`config.mk`:
```
export PLATFORM = sky130hd
export DESIGN_NAME = alu_opnd_sel_pipe
export DESIGN_NICKNAME = d
export VERILOG_FILES = /design/src/rtl/alu_opnd_sel_pipe.sv
export SDC_FILE = /design/constraint.sdc
export NUM_CORES = 1
export LEC_CHECK = 0
export CORE_ASPECT_RATIO = 1.25
export CORE_MARGIN = 3
export CORE_UTILIZATION = 43
export DETAILED_ROUTE_END_ITERATION = 10
export MAX_ROUTING_LAYER = met4
export PLACE_DENSITY = 0.86
export SLEW_MARGIN = 5
export SYNTH_ARGS = -nofsm -noshare
export SYNTH_HDL_FRONTEND = slang
export SYNTH_SLANG_ARGS = --single-unit
```
`constraint.sdc`:
```
create_clock -name clk -period 1.85 [get_ports clk]
set_clock_uncertainty 0.1 [all_clocks]
set_input_delay 0.185 -clock clk [delete_from_list [all_inputs] [get_ports clk]]
set_output_delay 0.185 -clock clk [all_outputs]
set_load 0.1 [all_outputs]
```
`src/rtl/alu_opnd_sel_pipe.sv`:
```
// rtl/alu_opnd_sel_pipe.sv - double-buffered operand selector feeding one valid/ready register stage
// Optional build macro OPND_SEL_OOR_ERR_EN adds the sticky out-of-range select flag (err_oor/err_clr).
module alu_opnd_sel_pipe #(
  parameter int DATA_W  = 16,
  parameter int NUM_IN  = 8,
  parameter int NUM_OUT = 2,
  parameter int SEL_W   = 3,
  parameter int IDX_W   = 1
) (
  input  logic                      clk,
  input  logic                      rst_n,
  input  logic [NUM_IN*DATA_W-1:0]  in_data,
  input  logic                      in_valid,
  output logic                      in_ready,
  output logic [NUM_OUT*DATA_W-1:0] out_data,
  output logic                      out_valid,
  input  logic                      out_ready,
  input  logic                      conf_we,
  input  logic [IDX_W-1:0]          conf_idx,
  input  logic [SEL_W-1:0]          conf_sel,
  input  logic                      conf_swap,
  output logic [NUM_OUT*SEL_W-1:0]  act_sel
`ifdef OPND_SEL_OOR_ERR_EN
  ,
  output logic                      err_oor,
  input  logic                      err_clr
`endif
);

  logic [NUM_OUT-1:0][SEL_W-1:0]  shd, shd_nxt, act;
  logic [NUM_OUT-1:0][DATA_W-1:0] sel_data;
  logic                           xfer;

  // Out-of-range operand indices never match any k, so such writes drop out here.
  always_comb begin
    shd_nxt = shd;
    for (int k = 0; k < NUM_OUT; k++) begin
      if (conf_we && (32'(conf_idx) == k)) shd_nxt[k] = conf_sel;
    end
  end

  // Swapping from shd_nxt forwards a same-cycle shadow write into the active bank.
  always_ff @(posedge clk or negedge rst_n) begin
    if (!rst_n) begin
      shd <= '0;
      act <= '0;
    end else begin
      shd <= shd_nxt;
      if (conf_swap) act <= shd_nxt;
    end
  end

  assign act_sel = act;

  // Codes with no matching lane leave the operand at its zero default.
  always_comb begin
    sel_data = '0;
    for (int k = 0; k < NUM_OUT; k++) begin
      for (int i = 0; i < NUM_IN; i++) begin
        if (32'(act[k]) == i) sel_data[k] = in_data[i*DATA_W +: DATA_W];
      end
    end
  end

  assign in_ready = !out_valid || out_ready;
  assign xfer     = in_valid && in_ready;

  always_ff @(posedge clk or negedge rst_n) begin
    if (!rst_n) begin
      out_valid <= 1'b0;
      out_data  <= '0;
    end else if (xfer) begin
      out_valid <= 1'b1;
      out_data  <= sel_data;
    end else if (out_ready) begin
      out_valid <= 1'b0;
    end
  end

`ifdef OPND_SEL_OOR_ERR_EN
  logic oor_hit;

  always_comb begin
    oor_hit = 1'b0;
    for (int k = 0; k < NUM_OUT; k++) begin
      if (32'(act[k]) >= NUM_IN) oor_hit = 1'b1;
    end
  end

  // A bad transfer in the same cycle as a clear keeps the flag set.
  always_ff @(posedge clk or negedge rst_n) begin
    if (!rst_n)                err_oor <= 1'b0;
    else if (xfer && oor_hit)  err_oor <= 1'b1;
    else if (err_clr)          err_oor <= 1'b0;
  end
`endif

endmodule

```
==> flow_metrics.py <==
metrics = {
    "route": {
        "drc": 0,
        "wirelength_um": 17180,
        "drt_pre_antenna_iters": 5,
        "avgRoutedWirePerCell_um": 20.97,
        "ant_nets": 0,
        "dr_total_vias": 5036,
        "drtIter0Drc": 452,
        "viasPerCell": 6.149,
    },
    "worst_setup_path": {
        "r2r_start": "out_valid",
        "rr_endpoint": "out_data[2]",
        "r2r_setup_slack_ns": 0.07,
        "endpoint_kind": "flip-flop",
        "crit_path_max_fanout": 16,
        "start_kind": "flip-flop",
        "rr_worst_depth": 5,
        "required_ns": 1.93,
        "worstPathArrival_ns": 1.86,
        "path_class": "flip-flop to flip-flop",
    },
    "die": {
        "core_um2": 8843,
        "fp-row-count": 38,
        "die-area_um2": 10410,
        "dieWidth_um": 91.86,
        "die_height_um": 113.3,
        "ios": 178,
        "initial_core_util_pct": 44.81,
    },
    "pwr": {
        "p_clk_share_pct": 9.3,
        "power_density_nw_per_um2": 1189,
        "seqPwrFrac_pct": 20.6,
        "leakage_nw": 2.491,
        "ir_drop_v": 0.0008423,
        "p_sw_mw": 4.133,
        "p_comb_share_pct": 70.1,
        "p_int_mw": 3.221,
        "netSwitchingFraction_pct": 56.21,
        "p_total_mw": 7.354,
    },
    "timing": {
        "finalCriticalPeriod_ns": 1.781,
        "worst_slew_pin_slew_ns": 0.5761,
        "fin_crit_sh_pct": 96.27,
        "setup_viol_count_final": 0,
        "slew_viol_final": 0,
        "slew_headroom_pct": 61.55,
        "hold_viol": 0,
        "worst_slack_ns": 0.06906,
        "fmax_mhz": 561.5,
        "tns_ns": 0,
        "rsz0062_at_grt": "no",
    },
    "synth": {
        "ys_warn_count": 0,
        "syn_area_um2": 3963,
        "async_flop_share_pct": 100.0,
        "synth-seq-area-share_pct": 28.42,
        "synthTopCellsByArea": "dfrtp_1 (28%), a21oi_1 (10%), mux2i_1 (7.8%)",
        "synth_seq_cells": 45,
        "synthCells": 518,
        "ys_types": 36,
        "netlist.area_leader.share_pct": 28.42,
        "synth_area_leader_cell": "dfrtp_1",
        "syn_nets": 656,
        "synth_flop_cell": "dfrtp_1",
        "syn_area_per_cell_um2": 7.650,
        "synth_edf_count": 0,
    },
    "layout": {
        "diodes": 0,
        "post-route-util_pct": 69.96,
        "final_common_cell": "clkdlybuf4s50_1",
        "syn_to_final_growth_pct": 56.14,
        "nets": 836,
        "drive_above_1_share_pct": 20.60,
        "final_cells": 819,
        "layout_common_cells": "clkdlybuf4s50_1 (136), a21oi_1 (79), buf_4 (75)",
        "nFillCells": 741,
    },
    "clock_network": {
        "cts_root_buffer": "clkbuf_8",
        "clkSinkCount": 45,
        "insertion_delay_ns": 0.32,
        "cts_tree": "yes",
        "h-tree-depth": 2,
        "cts_buffers": 5,
        "cts_max_path_buffers": 2,
        "clk_pin_slew_worst_paths_ns": 0.10,
    },
    "placement": {
        "post-place-ws_ns": -0.1579,
        "hpwl_um": 13150,
        "placedCellCount": 807,
        "io_buffers": 177,
        "place_congestion": 1.007,
    },
    "grt": {
        "grt.overflow.total": 0,
        "grt.total_usage_pct": 33.03,
        "grt_pass1_vias": 5019,
        "antenna_found_initial": 0,
        "grt_max_degree": 61,
        "grt_pass1_wl_um": 26390,
    },
    "worst_hold_path": {
        "hold_class": "primary input to asynchronous set/reset pin",
    },
    "status": {
        "outcome": "completed",
    },
    "job": {
        "maxCapViolCount": 0,
    },
}
-- metrics by stage --
stage               area [µm²]  hold WS [ns]
floorplan                 4025       -0.2106
global placement          6047       0.07148
detailed placement        6047       0.07455
CTS                       6151        0.2679
global route              6187        0.3355
finish                    6187        0.2925
-- cells by family (layout without fill, tap and decap cells) --
logic type             after synthesis  count (layout)  share of synthesized area (%)
multiplexers                        52              52                          13.80
buffers and inverters               72             253                          7.673
AND/OR/NAND/NOR                    126             126                          13.07
flip-flops                          45              45                          28.42
AO/OA/AOI/OAI                      223             223                          37.04
-- power groups by stage --
stage          logic, mW  registers [mW]  clock network (mW)
2_1_floorplan       1.59            3.43                   0
3_3_place_gp        5.02            1.52                   0
3_5_place_dp        5.07            1.53                   0
4_1_cts             5.08            1.51               0.691
5_1_grt             5.36            1.55               0.718
6_report            5.16            1.51               0.685
-- timing repair --
| item | in CTS | in global routing |
|---|---|---|
| setup endpoints to repair | 0 | 28 |
| endpoints found under the hold margin | 19 | 0 |
| hold buffers | 1 | 0 |
| resized for setup | 0 | 4 |
| setup buffers | 0 | 3 |
-- synthesized netlist by cell type, types with 2 or more instances --
library cell	instances
a211oi_1	11
a21oi_1	79
a22oi_1	5
a31oi_1	28
and3_1	2
buf_1	2
buf_2	15
buf_4	2
clkbuf_1	31
dfrtp_1	45
inv_1	20
mux2_2	21
mux2i_1	31
nand2_1	38
nand2b_1	4
nand3_1	2
nor2_1	72
o2111ai_1	3
o21ai_0	6
o221ai_1	3
o22a_1	3
o22ai_1	45
o22ai_2	10
o2bb2ai_1	28
-- how the worst max path moves through the flow --
stage	from	slack, ns	end	depth (start not counted)
after floorplan	out_valid	-0.25	out_data[19]	6
after global placement	in_valid	-0.1	out_data[5]	6
after detailed placement	in_valid	-0.16	out_data[2]	6
after CTS	act_sel[2]	0.04	out_data[2]	5
after global routing	out_valid	0.02	out_data[2]	5
final	out_valid	0.07	out_data[2]	5
-- sequential cells by signal, summed over array words and instances, names as in the netlist --
register / flops
out_data: 32
act_sel: 6
shd: 6
out_valid: 1
-- critical path, stage by stage, from the launching register on --
cell	delay [ns]
dfrtp_4	0.48
nor2b_4	0.14
or4_1	0.46
buf_4	0.23
o22ai_1	0.18
a31oi_1	0.07
-- routing by layer --
layer	wire [µm]	global-route usage [%]	share of wire [%]	vias up
met3	1306	4.388	7.6	45
met5	0	-	0	-
li1	-	-	-	2298
met2	8897	59.75	52	314
met1	6394	36.97	37	2379
met4	578	11.99	3.4	0
-- layout make-up --
| class | instances | area [µm²] | area share, % |
|---|---|---|---|
| inverter | 21 | 82.58 | 1.335 |
| tap | 120 | 150.1 | 2.427 |
| timing repair buffer | 224 | 2151 | 34.76 |
| multi-input combinational | 401 | 2567 | 41.50 |
| sequential | 45 | 1142 | 18.46 |
| clock inverter | 1 | 7.507 | 0.1213 |
| clock buffer | 7 | 86.33 | 1.395 |
No activity file was read; power rests on OpenSTA's default activity.
